$ cat src/rtl/reflex_pkg.sv
// Shared definitions for the reflex game: FSM encodings and default geometry
// constants used by the hit detector, renderer and spawner.
package reflex_pkg;

  typedef enum logic [1:0] {
    ST_IDLE     = 2'd0,
    ST_ARMED    = 2'd1,
    ST_COOLDOWN = 2'd2
  } state_t;

  localparam int DEF_COORD_W     = 10;
  localparam int DEF_TARGET_SIZE = 40;

  function automatic int idx_width(input int n);
    return (n > 1) ? $clog2(n) : 1;
  endfunction

endpackage

$ cat src/rtl/click_hit_detector_box_contains.sv
// Combinational point-in-square test; the right/bottom edges are formed one bit
// wider than the coordinates so targets near the screen maximum do not wrap.
import reflex_pkg::*;

module box_contains #(
  parameter int COORD_W     = DEF_COORD_W,
  parameter int TARGET_SIZE = DEF_TARGET_SIZE
) (
  input  logic [COORD_W-1:0] i_x,
  input  logic [COORD_W-1:0] i_y,
  input  logic [COORD_W-1:0] i_tx,
  input  logic [COORD_W-1:0] i_ty,
  input  logic               i_valid,
  output logic               o_inside
);

  logic [COORD_W:0] w_x_end;
  logic [COORD_W:0] w_y_end;

  assign w_x_end = {1'b0, i_tx} + (COORD_W+1)'(TARGET_SIZE);
  assign w_y_end = {1'b0, i_ty} + (COORD_W+1)'(TARGET_SIZE);

  assign o_inside = i_valid
                  & (i_x >= i_tx) & ({1'b0, i_x} < w_x_end)
                  & (i_y >= i_ty) & ({1'b0, i_y} < w_y_end);

endmodule

$ cat src/rtl/click_hit_detector.sv
// Multi-target click hit detector with score/miss/streak counters and post-hit cooldown.
// Optional build macro MISS_PENALTY_EN: a miss also decrements score (saturating at 0).
//   state       | meaning
//   ST_IDLE     | game stopped, edges ignored, counters hold
//   ST_ARMED    | clicks scored as hit or miss, middle click requests respawn
//   ST_COOLDOWN | left clicks ignored until the counter expires
import reflex_pkg::*;

module click_hit_detector #(
  parameter int NUM_TARGETS = 4,
  parameter int COORD_W     = DEF_COORD_W,
  parameter int TARGET_SIZE = DEF_TARGET_SIZE,
  parameter int SCORE_W     = 8,
  parameter int COOLDOWN    = 8,
  localparam int IDX_W      = idx_width(NUM_TARGETS)
) (
  input  logic                           i_clk,
  input  logic                           i_rst,
  input  logic                           i_start,
  input  logic [NUM_TARGETS*COORD_W-1:0] i_target_x,
  input  logic [NUM_TARGETS*COORD_W-1:0] i_target_y,
  input  logic [NUM_TARGETS-1:0]         i_target_valid,
  input  logic [COORD_W-1:0]             i_mouse_x,
  input  logic [COORD_W-1:0]             i_mouse_y,
  input  logic                           i_mouse_left,
  input  logic                           i_mouse_middle,
  output logic [NUM_TARGETS-1:0]         o_hit_pulse,
  output logic [IDX_W-1:0]               o_hit_idx,
  output logic                           o_skip_pulse,
  output logic [SCORE_W-1:0]             o_score,
  output logic [SCORE_W-1:0]             o_miss_count,
  output logic [SCORE_W-1:0]             o_streak
);

  localparam int CNT_W = (COOLDOWN > 1) ? $clog2(COOLDOWN) : 1;
  localparam logic [CNT_W-1:0]   CNT_LOAD = CNT_W'((COOLDOWN > 0) ? COOLDOWN - 1 : 0);
  localparam logic [CNT_W-1:0]   CNT_ONE  = CNT_W'(1);
  localparam logic [SCORE_W-1:0] SC_ONE   = SCORE_W'(1);
  localparam logic [SCORE_W-1:0] SC_MAX   = '1;

  logic [NUM_TARGETS-1:0] w_inside;
  logic                   w_hit_any;
  logic [IDX_W-1:0]       w_hit_idx;
  logic                   w_left_edge, w_mid_edge;

  logic                   r_left_q, r_middle_q;
  logic                   r_left_edge, r_mid_edge, r_hit_any;
  logic [IDX_W-1:0]       r_hit_idx_pend;

  state_t                 r_state, w_state_nxt;
  logic [CNT_W-1:0]       r_cnt, w_cnt_nxt;
  logic [NUM_TARGETS-1:0] r_hit_pulse, w_hit_pulse_nxt;
  logic [IDX_W-1:0]       r_hit_idx, w_hit_idx_nxt;
  logic                   r_skip, w_skip_nxt;
  logic [SCORE_W-1:0]     r_score, w_score_nxt;
  logic [SCORE_W-1:0]     r_miss, w_miss_nxt;
  logic [SCORE_W-1:0]     r_streak, w_streak_nxt;

  for (genvar g = 0; g < NUM_TARGETS; g++) begin : g_box
    box_contains #(.COORD_W(COORD_W), .TARGET_SIZE(TARGET_SIZE)) u_box (
      .i_x      (i_mouse_x),
      .i_y      (i_mouse_y),
      .i_tx     (i_target_x[g*COORD_W +: COORD_W]),
      .i_ty     (i_target_y[g*COORD_W +: COORD_W]),
      .i_valid  (i_target_valid[g]),
      .o_inside (w_inside[g])
    );
  end

  always_comb begin
    w_hit_any = 1'b0;
    w_hit_idx = '0;
    for (int i = NUM_TARGETS - 1; i >= 0; i--) begin
      if (w_inside[i]) begin
        w_hit_any = 1'b1;
        w_hit_idx = IDX_W'(i);
      end
    end
  end

  assign w_left_edge = i_mouse_left & ~r_left_q;
  assign w_mid_edge  = i_mouse_middle & ~r_middle_q;

  // Left edges arriving during cooldown are dropped here, so the window covers
  // every edge sampled up to and including the one where the counter expires.
  always_ff @(posedge i_clk) begin
    if (i_rst) begin
      r_left_q       <= 1'b0;
      r_middle_q     <= 1'b0;
      r_left_edge    <= 1'b0;
      r_mid_edge     <= 1'b0;
      r_hit_any      <= 1'b0;
      r_hit_idx_pend <= '0;
    end else begin
      r_left_q       <= i_mouse_left;
      r_middle_q     <= i_mouse_middle;
      r_left_edge    <= w_left_edge & (r_state != ST_COOLDOWN);
      r_mid_edge     <= w_mid_edge;
      r_hit_any      <= w_hit_any;
      r_hit_idx_pend <= w_hit_idx;
    end
  end

  always_ff @(posedge i_clk) begin
    if (i_rst) begin
      r_state     <= ST_IDLE;
      r_cnt       <= '0;
      r_hit_pulse <= '0;
      r_hit_idx   <= '0;
      r_skip      <= 1'b0;
      r_score     <= '0;
      r_miss      <= '0;
      r_streak    <= '0;
    end else begin
      r_state     <= w_state_nxt;
      r_cnt       <= w_cnt_nxt;
      r_hit_pulse <= w_hit_pulse_nxt;
      r_hit_idx   <= w_hit_idx_nxt;
      r_skip      <= w_skip_nxt;
      r_score     <= w_score_nxt;
      r_miss      <= w_miss_nxt;
      r_streak    <= w_streak_nxt;
    end
  end

  always_comb begin
    w_state_nxt     = r_state;
    w_cnt_nxt       = r_cnt;
    w_hit_pulse_nxt = '0;
    w_hit_idx_nxt   = r_hit_idx;
    w_skip_nxt      = 1'b0;
    w_score_nxt     = r_score;
    w_miss_nxt      = r_miss;
    w_streak_nxt    = r_streak;
    if (!i_start) begin
      w_state_nxt = ST_IDLE;
    end else begin
      case (r_state)
        ST_IDLE: begin
          w_state_nxt  = ST_ARMED;
          w_score_nxt  = '0;
          w_miss_nxt   = '0;
          w_streak_nxt = '0;
        end
        ST_ARMED: begin
          if (r_mid_edge) begin
            w_skip_nxt = 1'b1;
          end else if (r_left_edge) begin
            if (r_hit_any) begin
              w_hit_pulse_nxt[r_hit_idx_pend] = 1'b1;
              w_hit_idx_nxt = r_hit_idx_pend;
              w_score_nxt   = (r_score == SC_MAX) ? r_score : r_score + SC_ONE;
              w_streak_nxt  = (r_streak == SC_MAX) ? r_streak : r_streak + SC_ONE;
              if (COOLDOWN > 0) begin
                w_state_nxt = ST_COOLDOWN;
                w_cnt_nxt   = CNT_LOAD;
              end
            end else begin
              w_miss_nxt   = (r_miss == SC_MAX) ? r_miss : r_miss + SC_ONE;
              w_streak_nxt = '0;
`ifdef MISS_PENALTY_EN
              w_score_nxt  = (r_score == '0) ? r_score : r_score - SC_ONE;
`else
              w_score_nxt  = r_score;
`endif
            end
          end
        end
        ST_COOLDOWN: begin
          w_skip_nxt = r_mid_edge;
          if (r_cnt == '0) w_state_nxt = ST_ARMED;
          else             w_cnt_nxt   = r_cnt - CNT_ONE;
        end
        default: w_state_nxt = ST_IDLE;
      endcase
    end
  end

  assign o_hit_pulse  = r_hit_pulse;
  assign o_hit_idx    = r_hit_idx;
  assign o_skip_pulse = r_skip;
  assign o_score      = r_score;
  assign o_miss_count = r_miss;
  assign o_streak     = r_streak;

endmodule

$ cat config.mk
export PLATFORM = sky130hd
export DESIGN_NAME = click_hit_detector
export DESIGN_NICKNAME = d
export VERILOG_FILES = /design/src/rtl/reflex_pkg.sv /design/src/rtl/click_hit_detector_box_contains.sv /design/src/rtl/click_hit_detector.sv
export SDC_FILE = /design/constraint.sdc
export NUM_CORES = 1
export LEC_CHECK = 0
export ABC_CLOCK_PERIOD_IN_PS = 2230
export CORE_MARGIN = 5
export CORE_UTILIZATION = 48
export CTS_BUF_LIST = sky130_fd_sc_hd__clkbuf_4
export DETAILED_ROUTE_END_ITERATION = 6
export GPL_ROUTABILITY_DRIVEN = 0
export PLACE_DENSITY = 0.91
export SLEW_MARGIN = 20
export SYNTH_ARGS = -nofsm -noshare
export SYNTH_HDL_FRONTEND = slang
export SYNTH_HIERARCHICAL = 1
export SYNTH_SLANG_ARGS = --single-unit
export TNS_END_PERCENT = 1
$ cat constraint.sdc
create_clock -name i_clk -period 2.23 [get_ports i_clk]
set_input_delay 0.446 -clock i_clk [delete_from_list [all_inputs] [get_ports i_clk]]
set_output_delay 0.446 -clock i_clk [all_outputs]
set_load 0.02 [all_outputs]
==> run metrics <==
outcome complete, but fails checks; synthesis-to-layout area growth 47.01%; Max transition margin 69.16%; Post-synth ARST share 0%; Post-Syn Area 6215 µm²; Leakage 0.004210 µW; synth unique cells 73; CTS tree built; Final Instance Area 9136 µm²; row count 41; failing checks negative setup slack; worst skew pair latency 0.35 ns; Longest Clk Path Bufs 2; Detailed Route WL 21230 µm; Finished Core Util 72.10%; Mapped Cells 782; Overall Global Routing Usage 27.09%; class of the worst hold path flop to flop; CTS Root Cell clkbuf_4; sequential fraction of the synthesis area 13.85%; Core ar. 12670 µm²; vias in the first global route 7773; chip height 123.8 µm; CP startpoint i_target_x[3]; Final Hold Viols 0; slew of the pin with the lowest slew margin 0.4616 ns; die area 15320 µm²; Worst VDD drop 0.1559 mV; Syn Nets 1044; syn_area_per_cell 7.947 µm²; fmax 426.9 MHz; Ys Warns 6; total of max-cap violations 0; met2 Use GR 50.59%; kind of end point of the critical path flop; DRT antenna net count 0; Crit Path Class primary input to flop; FF+latch count, synth 43; IO buf count 139; Finish-stage setup viols 3; Clock Skew 0.003010 ns; Die X-Extent 123.8 µm; crit path launch type primary input; Post-DP Area 8697 µm²; crit path buf inv count 1; First-pass DRT Iterations 5; met3 usage 4.541%; commonest cells after routing, fill and taps aside 136 x ha_1, 121 x buf_4, 87 x inv_1, 79 x clkdlybuf4s50_1, 61 x a21oi_1; Max stage delay on crit path 0.28 ns; fin crit share 105.0%; Min-Delay Startpoint r_middle_q; Reg clk slew, reported paths 0.12 ns; WL per Instance 17.41 µm; layout cell share with drive strength beyond 1 24.86%; most common cell after layout, fill and taps aside ha_1; largest net degree at the start of global routing 15; gr busiest metal met2; WP data required 2.52 ns; post-DP HPWL 15930 µm; reg2reg start r_state[1]; Sink Count 43; Pwr Total 2816 µW; first-pass GRT wire length 33980 µm; IO Count 140; Final WS setup -0.1123 ns; top_reg_cell synth dfxtp_1; initial antenna violation count 2; Final #Nets 1307; arrival time worst endpoint 2.63 ns; H-tree Lvls 2; DRC viols 0; RSZ-0062 raised after global routing true; met1 track demand over resource 28.07%; min Tclk post-route 2.342 ns; cell mode on critical path nor2_1; critical-path cell with the highest stage delay dlygate4sd2_1; CTS buffer count 5; effective utilization at floorplan 49.05%; 1st-iter DRT viols 520; EDFF count, synth 0; worst path cell trace dlygate4sd2_1 -> ha_2 -> o21ai_1 -> xnor2_1 -> ha_1 -> nor3_2 -> nor2_1 -> o22ai_1 -> o22ai_2 -> nor4_4 -> nor2_1 -> a21oi_1; final slew viol count 0; Vias/cell 5.968; Overflow after GRT 0; Crit Path Max Fanout 3; pwr/cell area 308.2 nW/µm²; Top delay family on crit path compound AO/OA/AOI/OAI gates; vias 7275
==> cell usage after synthesis (all sizes together), types with 5 or more instances <==
master	n	share of area [%]
a21o	5	0.60
a21oi	74	6.0
inv	103	6.2
o2111ai	8	1.1
o31ai	7	0.85
o21a	14	1.7
o22ai	6	0.60
or4	5	0.60
a41oi	6	1.1
nor3	15	1.3
dfxtp	43	14
xnor2	32	4.5
ha	153	31
buf	6	0.89
nand3b	5	0.60
nand4	7	0.70
nor3b	5	0.60
a211oi	9	1.2
a31oi	12	1.2
and3	13	1.5
nor2b	19	2.0
nand3	28	2.3
nand2	50	3.0
o21ai	54	4.7
xor2	8	1.1
nor2	30	1.8
==> cell type report <==
cell class	count	area, µm²
Clock buffer	7	52.55
Multi-Input combinational cell	627	5326
Timing Repair Buffer	265	2287
Sequential cell	43	860.8
Inverter	103	386.6
Antenna cell	1	2.502
Tap cell	172	215.2
Clock inverter	1	5.005
Fill cell	867	3535
==> worst register-to-register path: stages (launching register included) <==
cell and delay (ns):
dfxtp_1 0.38, inv_1 0.08, ha_1 0.33, buf_4 0.24
nand3_2 0.08, nor3_1 0.04, buf_4 0.17, or4_1 0.50
a21oi_1 0.16
==> sequential cells by signal (all words and copies together), names as in the netlist, 2 cells and up <==
signal,cells
o_hit_idx,2
o_hit_pulse,4
o_miss_count,8
o_score,8
o_streak,8
r_cnt,3
r_hit_idx_pend,2
r_state,2
==> logic make-up (layout without fill, tap and decap cells) <==
| kind of cell | count (synthesis) | count (layout) | synth area share [%] |
|---|---|---|---|
| other | 0 | 1 | 0 |
| xor gates and xnor gates | 40 | 40 | 5.637 |
| buffers and inverters | 112 | 376 | 7.288 |
| and+or+nand+nor | 210 | 210 | 18.64 |
| AOI/OAI and AO/OA | 224 | 224 | 23.78 |
| DFF | 43 | 43 | 13.85 |
| adders and majority gates | 153 | 153 | 30.80 |
==> power breakdown <==
| part | leakage [µW] | internal (µW) | switching (µW) | total [µW] |
|---|---|---|---|---|
| combinational | 0.00383 | 800 | 827 | 1630 |
| sequential | 0.000348 | 781 | 13.9 | 795 |
| clock | 0.0000361 | 148 | 247 | 394 |
| total | 0.00421 | 1730 | 1090 | 2820 |
==> timing repair <==
action,CTS,global route
endpoints found under the setup margin,3,3
pin swaps,70,1
setup buffers,8,0
hold buffers,0,0
resized for setup,200,10
==> per-stage QoR <==
step / TNS, ns / instances / setup slack [ns] / hold slack [ns]
6_report: -0.2092 / 1219 / -0.1123 / 0.3938
3_3_place_gp: -2.488 / 1202 / -0.8939 / 0.3727
4_1_cts: 0 / 1218 / 0.002935 / 0.3984
2_1_floorplan: -0.1003 / 782 / -0.06473 / 0.3674
5_1_grt: -0.4460 / 1218 / -0.1530 / 0.4130
3_5_place_dp: -2.807 / 1202 / -1.002 / 0.3807
==> final timing paths <==
path | end | slack [ns] | cells after the start
hold reg to reg | r_mid_edge | 0.39 | 1
setup / recovery | r_hit_any | -0.11 | 12
hold / removal | r_mid_edge | 0.39 | 1
setup reg to reg | o_streak[3] | 0.19 | 8
==> layer usage <==
metal | part of all wire [%] | routed length, µm | vias to the layer above
met5 | 0.057 | 12 | -
met4 | 5.3 | 1133 | 2
met3 | 6.4 | 1350 | 129
met2 | 51 | 10900 | 344
met1 | 37 | 7832 | 3393
li1 | - | - | 3407
Power figures use the tool's default switching activity.
